`src/rtl/text_ram_arbiter.sv`:
```
// Arbitrates one single-port text RAM between display fetch, host port and a clear-screen fill engine.
// Display reads always win and return data exactly two edges after the request edge.
module text_ram_arbiter #(
    parameter int ADDR_BITS = 12,
    parameter int DATA_BITS = 16,
    parameter int FILL_LAST = 1999
) (
    input  logic                 clock_i,
    input  logic                 reset_i,
    input  logic                 disp_req_i,
    input  logic [ADDR_BITS-1:0] disp_addr_i,
    output logic [DATA_BITS-1:0] disp_data_o,
    output logic                 disp_valid_o,
    input  logic                 host_req_i,
    input  logic                 host_we_i,
    input  logic [ADDR_BITS-1:0] host_addr_i,
    input  logic [DATA_BITS-1:0] host_wdata_i,
    input  logic [1:0]           host_be_i,
    output logic                 host_ack_o,
    output logic [DATA_BITS-1:0] host_rdata_o,
    output logic                 host_rvalid_o,
    input  logic                 fill_start_i,
    input  logic [DATA_BITS-1:0] fill_value_i,
    output logic                 fill_busy_o,
    output logic [ADDR_BITS-1:0] ram_addr_o,
    output logic                 ram_we_o,
    output logic [1:0]           ram_be_o,
    output logic [DATA_BITS-1:0] ram_wdata_o,
    input  logic [DATA_BITS-1:0] ram_rdata_i
);

    typedef enum logic [1:0] {TAG_NONE = 2'd0, TAG_DISP = 2'd1, TAG_HOST = 2'd2} tag_e;
    typedef enum logic {ST_IDLE = 1'b0, ST_FILL = 1'b1} fill_state_e;

    localparam logic [ADDR_BITS-1:0] FILL_LAST_A = ADDR_BITS'(FILL_LAST);

    fill_state_e          state_q, state_d;
    logic [ADDR_BITS-1:0] fill_ptr_q, fill_ptr_d;
    logic [DATA_BITS-1:0] fill_value_q, fill_value_d;
    logic                 fill_write;

    logic [ADDR_BITS-1:0] ram_addr_q, ram_addr_d;
    logic                 ram_we_q, ram_we_d;
    logic [1:0]           ram_be_q, ram_be_d;
    logic [DATA_BITS-1:0] ram_wdata_q, ram_wdata_d;

    tag_e                 tag1_q, tag2_q, tag_d;
    logic [DATA_BITS-1:0] disp_data_q, host_rdata_q;
    logic                 disp_valid_q, host_rvalid_q;

    // Display can never be stalled, so the host only sees an accept when display is quiet.
    assign host_ack_o = host_req_i & ~disp_req_i & ~reset_i;

    // NOTE: every variable gets a default at the top of always_comb so no path leaves it unassigned (no latches).
    always_comb begin
        ram_addr_d  = ram_addr_q;
        ram_we_d    = 1'b0;
        ram_be_d    = ram_be_q;
        ram_wdata_d = ram_wdata_q;
        tag_d       = TAG_NONE;
        fill_write  = 1'b0;
        if (disp_req_i) begin
            ram_addr_d = disp_addr_i;
            ram_be_d   = 2'b11;
            tag_d      = TAG_DISP;
        end else if (host_req_i) begin
            ram_addr_d = host_addr_i;
            if (host_we_i) begin
                ram_we_d    = 1'b1;
                ram_be_d    = host_be_i;
                ram_wdata_d = host_wdata_i;
            end else begin
                ram_be_d = 2'b11;
                tag_d    = TAG_HOST;
            end
        end else if (state_q == ST_FILL) begin
            ram_addr_d  = fill_ptr_q;
            ram_we_d    = 1'b1;
            ram_be_d    = 2'b11;
            ram_wdata_d = fill_value_q;
            fill_write  = 1'b1;
        end
    end

    always_comb begin
        state_d      = state_q;
        fill_ptr_d   = fill_ptr_q;
        fill_value_d = fill_value_q;
        case (state_q)
            ST_IDLE: begin
                if (fill_start_i) begin
                    state_d      = ST_FILL;
                    fill_ptr_d   = '0;
                    fill_value_d = fill_value_i;
                end
            end
            ST_FILL: begin
                // The pointer parks on the last cell, so it never leaves the screen area.
                if (fill_write) begin
                    if (fill_ptr_q == FILL_LAST_A) state_d = ST_IDLE;
                    else                           fill_ptr_d = fill_ptr_q + 1'b1;
                end
            end
            default: state_d = ST_IDLE;
        endcase
    end

    // NOTE: registered state uses non-blocking assignments so every flop samples pre-edge values.
    always_ff @(posedge clock_i) begin
        if (reset_i) begin
            state_q       <= ST_IDLE;
            fill_ptr_q    <= '0;
            fill_value_q  <= '0;
            ram_addr_q    <= '0;
            ram_we_q      <= 1'b0;
            ram_be_q      <= 2'b00;
            ram_wdata_q   <= '0;
            tag1_q        <= TAG_NONE;
            tag2_q        <= TAG_NONE;
            disp_data_q   <= '0;
            disp_valid_q  <= 1'b0;
            host_rdata_q  <= '0;
            host_rvalid_q <= 1'b0;
        end else begin
            state_q       <= state_d;
            fill_ptr_q    <= fill_ptr_d;
            fill_value_q  <= fill_value_d;
            ram_addr_q    <= ram_addr_d;
            ram_we_q      <= ram_we_d;
            ram_be_q      <= ram_be_d;
            ram_wdata_q   <= ram_wdata_d;
            tag1_q        <= tag_d;
            tag2_q        <= tag1_q;
            disp_valid_q  <= (tag2_q == TAG_DISP);
            host_rvalid_q <= (tag2_q == TAG_HOST);
            // Tag reaches stage two exactly when the RAM presents the matching word.
            if (tag2_q == TAG_DISP) disp_data_q  <= ram_rdata_i;
            if (tag2_q == TAG_HOST) host_rdata_q <= ram_rdata_i;
        end
    end

    assign disp_data_o   = disp_data_q;
    assign disp_valid_o  = disp_valid_q;
    assign host_rdata_o  = host_rdata_q;
    assign host_rvalid_o = host_rvalid_q;
    assign fill_busy_o   = (state_q == ST_FILL);
    assign ram_addr_o    = ram_addr_q;
    assign ram_we_o      = ram_we_q;
    assign ram_be_o      = ram_be_q;
    assign ram_wdata_o   = ram_wdata_q;

endmodule

```
`config.mk`:
```
export PLATFORM = sky130hd
export DESIGN_NAME = text_ram_arbiter
export DESIGN_NICKNAME = d
export VERILOG_FILES = /design/src/rtl/text_ram_arbiter.sv
export SDC_FILE = /design/constraint.sdc
export NUM_CORES = 1
export LEC_CHECK = 0
export ABC_CLOCK_PERIOD_IN_PS = 1700
export CAP_MARGIN = 40
export CORE_UTILIZATION = 42
export CTS_BUF_LIST = sky130_fd_sc_hd__clkbuf_2
export DETAILED_ROUTE_END_ITERATION = 8
export PLACE_DENSITY_LB_ADDON = 0.05
export SYNTH_ARGS = -nofsm -noshare
export SYNTH_HDL_FRONTEND = slang
export SYNTH_SLANG_ARGS = --single-unit
```
`constraint.sdc`:
```
create_clock -name clock_i -period 1.7 [get_ports clock_i]
set_input_delay 0.255 -clock clock_i [delete_from_list [all_inputs] [get_ports clock_i]]
set_output_delay 0.255 -clock clock_i [all_outputs]
set_load 0.05 [all_outputs]
```
## Word level (Yosys, flattened, before mapping)

Cells that the tools add are included.

- Add/sub/neg operators: 1
- Eq/ne operators: 7
- Mux-type cells: 26
- Bitwise logic cells: 6
- Reduce and logical (&&, ||, !) cells: 7

Operators by type and width:

| cell | number |
|---|---|
| 12-bit 2-to-1 mux | 6 |
| 16-bit 2-to-1 mux | 3 |
| 12-bit one-hot mux with 2 select lines | 1 |
| 12-bit by 1-bit adder with 12-bit output (second input constant) | 1 |
| 12-bit by 11-bit equality test with 1-bit output (second input constant) | 1 |
| 1-bit 2-to-1 mux | 10 |
| 2-bit 2-to-1 mux | 5 |
| 3-bit AND reduction | 2 |
| 2-bit by 1-bit != test with 1-bit output (second input constant) | 2 |
| 2-bit != test (second input constant) | 2 |
| 1-bit NOT | 4 |
| 3-bit nonzero test | 1 |
| 3-bit OR reduction | 1 |
| 1-bit bitwise AND | 2 |
| 2-bit by 1-bit equality test with 1-bit output (second input constant) | 1 |
| 2-bit equality test (second input constant) | 1 |
| 1-bit one-hot mux with 2 select lines | 1 |
| 2-bit AND reduction | 1 |
| 2-bit nonzero test | 1 |
| 2-bit OR reduction | 1 |

- Flip-flop bits (word level): 98
- Bits of input ports: 80
- Output and inout port bits: 67
- Word-level logic and storage cells: 61

## Longest topological paths before layout

- Word-level depth: 5
- Gate-level depth with buffers: 6
- Mapped depth without buffers: 5

## Least setup slack after synthesis

OpenSTA, ideal clock, no wires.

- Path type: input-to-reg
- From: input port host_req_i
- To: register tag1_q[1]
- Setup time: 0.070 ns
- Arrival: 2.064 ns
- Slack: -0.434 ns
- Cell stages on the path: 4
- Cells stage by stage: clkbuf_8 buf_2 nor3b_1 nor2b_1

- Cells in the longest elaborated chain, start to end: 2

Ends and longest elaborated chain:

| item | RTL line | source |
|---|---|---|
| start, declared | 14 | `input logic host_req_i,` |
| 1-bit NOT (no source line) | n/a |  |
| 3-bit OR reduction (no source line) | n/a |  |
| end signal, assigned | 132 | `tag1_q <= tag_d;` |
| end, declared | 47 | `tag_e tag1_q, tag2_q, tag_d;` |

No other way between the ends.
A chain may end at the register's enable or synchronous reset.

## Worst setup path in the final report

- From: register fill_ptr_q[5]
- To: register fill_ptr_q[7]

- Cells in the longest elaborated chain, start to end: 4

Ends and longest elaborated chain:

| item | RTL line | source |
|---|---|---|
| start, declared | 38 | `logic [ADDR_BITS-1:0] fill_ptr_q, fill_ptr_d;` |
| start signal, assigned | 126 | `fill_ptr_q <= fill_ptr_d;` |
| 12-bit by 1-bit adder with 12-bit output | 101 | `else fill_ptr_d = fill_ptr_q + 1'b1;` |
| 12-bit 2-to-1 mux | 100 | `if (fill_ptr_q == FILL_LAST_A) state_d = ST_IDLE;` |
| 12-bit 2-to-1 mux | 99 | `if (fill_write) begin` |
| 12-bit one-hot mux with 2 select lines | 89 | `case (state_q)` |

Several ways; a longest one is shown, not always the timed one. The select of a mux whose other input is x is not followed.

==> results.toml <==
[synth]
synth.area.mux_share = 0.0620
synth_ff_type = "dfxtp_1"
synth-adder-area-share = 0.00310
synth-seq-cells = 98
synthesis.nets = 561
synthesis.area_um2 = 4040
synth_edf_count = 0
syn_area_per_cell_um2 = 8.41
async_flop_share = 0
synthSimpleGateAreaFrac = 0.219
synth.distinct_cells = 46
synth_top_family_by_area = "simple AND/OR/NAND/NOR gates"
netlist_instances = 480
ys.warnings.count = 0
synth_seq_area_share = 0.486
synth-xor-area-share = 0.00217
synth_compound_area_frac = 0.175

[place]
detailed_place_hpwl_mm = 7.76
dp.cells = 753
gp_congestion = 0.873
placed_area_um2 = 5600
io_buffers = 146

[finish]
final_cell_mix = "nand2_1, buf_4, dfxtp_1"
finish.utilization = 0.620
num-nets-final = 717
area_growth_pct = 42.7
n_fill_cell = 891
antenna_cells = 0
instances_no_fill = 770
design_area_um2 = 5760
drive_above_1_share = 0.220
final_common_cell = "nand2_1"

[hold_path]
hold_start = "reset_i"
hold_end = "disp_valid_o"
holdCritPathClass = "in -> reg"
hold_depth = 2

[clock_tree]
clk_pin_slew_worst_paths_ps = 260
numClockSinks = 98
cts.htree.levels = 3
hold_buffers = 0
clk_latency_ps = 530
cts_buffer_depth = 2
cts_tree = "done"
ctsRootBufferMaster = "clkbuf_2"
numCtsBuffers = 9

[power_and_ir_drop]
irDropWorstVdd_mv = 0.437
p_per_area_nw_per_um2 = 783
design_power_total_uw = 4510
p_leak_uw = 0.00230

[global_route]
grtUsageTotal = 0.217
grt_overflow = 0
antenna_found_initial = 0
grt_pass1_wl_mm = 17.2
grt_max_degree = 47
first_global_vias = 3676

[die]
die_h_um = 100
start_util = 0.435
die_area_um2 = 10000
placeableCoreArea_um2 = 9280
die_w_um = 100
io_pins = 147
rows = 35

[timing]
finalCriticalPeriod_ps = 1700
period_share = 0.997
worstMarginPinSlew_ps = 476
setup_viol = 0
hold_slack_ps = 105
finClkSkew_ps = 41.6
max_freq_mhz = 590
slew_viol_final = 0
hold_violations = 0
grt_setup_unrepaired = "true"
slew_headroom = 0.682

[route]
vias = 3847
drc_errors = 0
drt_iter0_drc = 68
dr.pass1.iters = 4
vias_per_cell = 5.00
detail-route-antenna-nets = 0
routedWlPerCell_um = 13.7
wirelength_mm = 10.6

[outcome]
status = "complete, no violations"

[critical_path]
ff2ff_path_depth = 5
crit_type = "reg -> reg"
r2r-end = "fill_ptr_q[7]"
r2r_start = "fill_ptr_q[5]"
cp-start-kind = "register"
cp.arrival_ps = 2150
rrSetupSlack_ps = 5
crit_path_end_kind = "register"
cp_max_fo = 5
critPathRequiredTime_ps = 2150

[job]
max_cap_viol_count = 0
==> area by class of cell <==
| class | instances | area, µm² | share of cell area |
|---|---|---|---|
| multi-input combinational | 340 | 1900 | 0.329 |
| clock inverter | 6 | 65.1 | 0.0113 |
| sequential | 98 | 1970 | 0.342 |
| clock buffer | 10 | 50.0 | 0.00869 |
| tap | 129 | 161 | 0.0280 |
| inverter | 3 | 11.3 | 0.00196 |
| timing repair buffer | 184 | 1610 | 0.279 |
==> sequential cells by signal, summed over array words and instances, names as in the netlist <==
signal	cells
disp_data_o	16
disp_valid_o	1
fill_busy_o	1
fill_ptr_q	12
fill_value_q	16
host_rdata_o	16
host_rvalid_o	1
ram_addr_o	12
ram_be_o	2
ram_wdata_o	16
ram_we_o	1
tag1_q	2
tag2_q	2
==> cell families (layout without fill, tap and decap cells) <==
logic type / Yosys count / count (layout)
flip-flops: 98 / 98
multiplexers: 25 / 25
buffers and inverters: 42 / 203
AND/OR/NAND/NOR: 199 / 199
AO/OA/AOI/OAI: 114 / 114
XOR/XNOR: 1 / 1
adder cells (fa/ha/maj): 1 / 1
==> layer usage <==
layer / share of wire / vias to the layer above / global-route usage
met5: 0 / - / 0
met4: 0.0099 / 0 / 0.0725
met3: 0.040 / 9 / 0.0341
met2: 0.51 / 85 / 0.392
met1: 0.44 / 1788 / 0.264
li1: - / 1965 / -
==> stage by stage <==
step | worst slack [ps] | TNS [ps]
floorplan | 66.1 | 0
global placement | -137 | -3470
detailed placement | -187 | -4520
CTS | -53.9 | -191
global route | -58.3 | -362
finish | 4.98 | 0
==> synthesized netlist by cell type, drive strengths merged, types with 5 or more instances <==
master	number	area, µm²
nand3	5	25.0
a311oi	5	43.8
buf	8	56.3
nand4	5	31.3
nand3b	5	37.5
o21ai	9	48.8
nor2	26	97.6
nor2b	9	56.3
nand2	130	488
mux2i	25	250
dfxtp	98	1960
clkbuf	31	146
a211oi	16	120
a21oi	64	320
==> worst max path at each step <==
stage	from	endpoint	slack (ps)	cells after the start
after detailed placement	disp_req_i	fill_ptr_q[11]	-190	5
after global routing	fill_ptr_q[5]	fill_ptr_q[7]	-60	5
after global placement	disp_req_i	fill_ptr_q[2]	-140	6
after CTS	fill_ptr_q[5]	fill_ptr_q[6]	-50	5
after floorplan	fill_busy_o	fill_ptr_q[2]	70	5
final	fill_ptr_q[5]	fill_ptr_q[7]	5	5
==> critical path: stages (launching register included) <==
cell      delay [ps]
dfxtp_2          380
or4b_4           570
o31ai_4          230
buf_6            150
nand2b_4          90
a311oi_2         200
==> timing repair <==
action,4_1_cts,5_1_grt
pin swaps,9,2
resized for setup,12,8
buffers inserted,1,0
gates cloned,0,0
endpoints found under the setup margin,8,13
==> power by group <==
part	switching (µW)	total (µW)	internal, µW
combinational	533	929	396
sequential	54.0	2450	2400
clock	778	1130	349
Power figures use the tool's default switching activity.
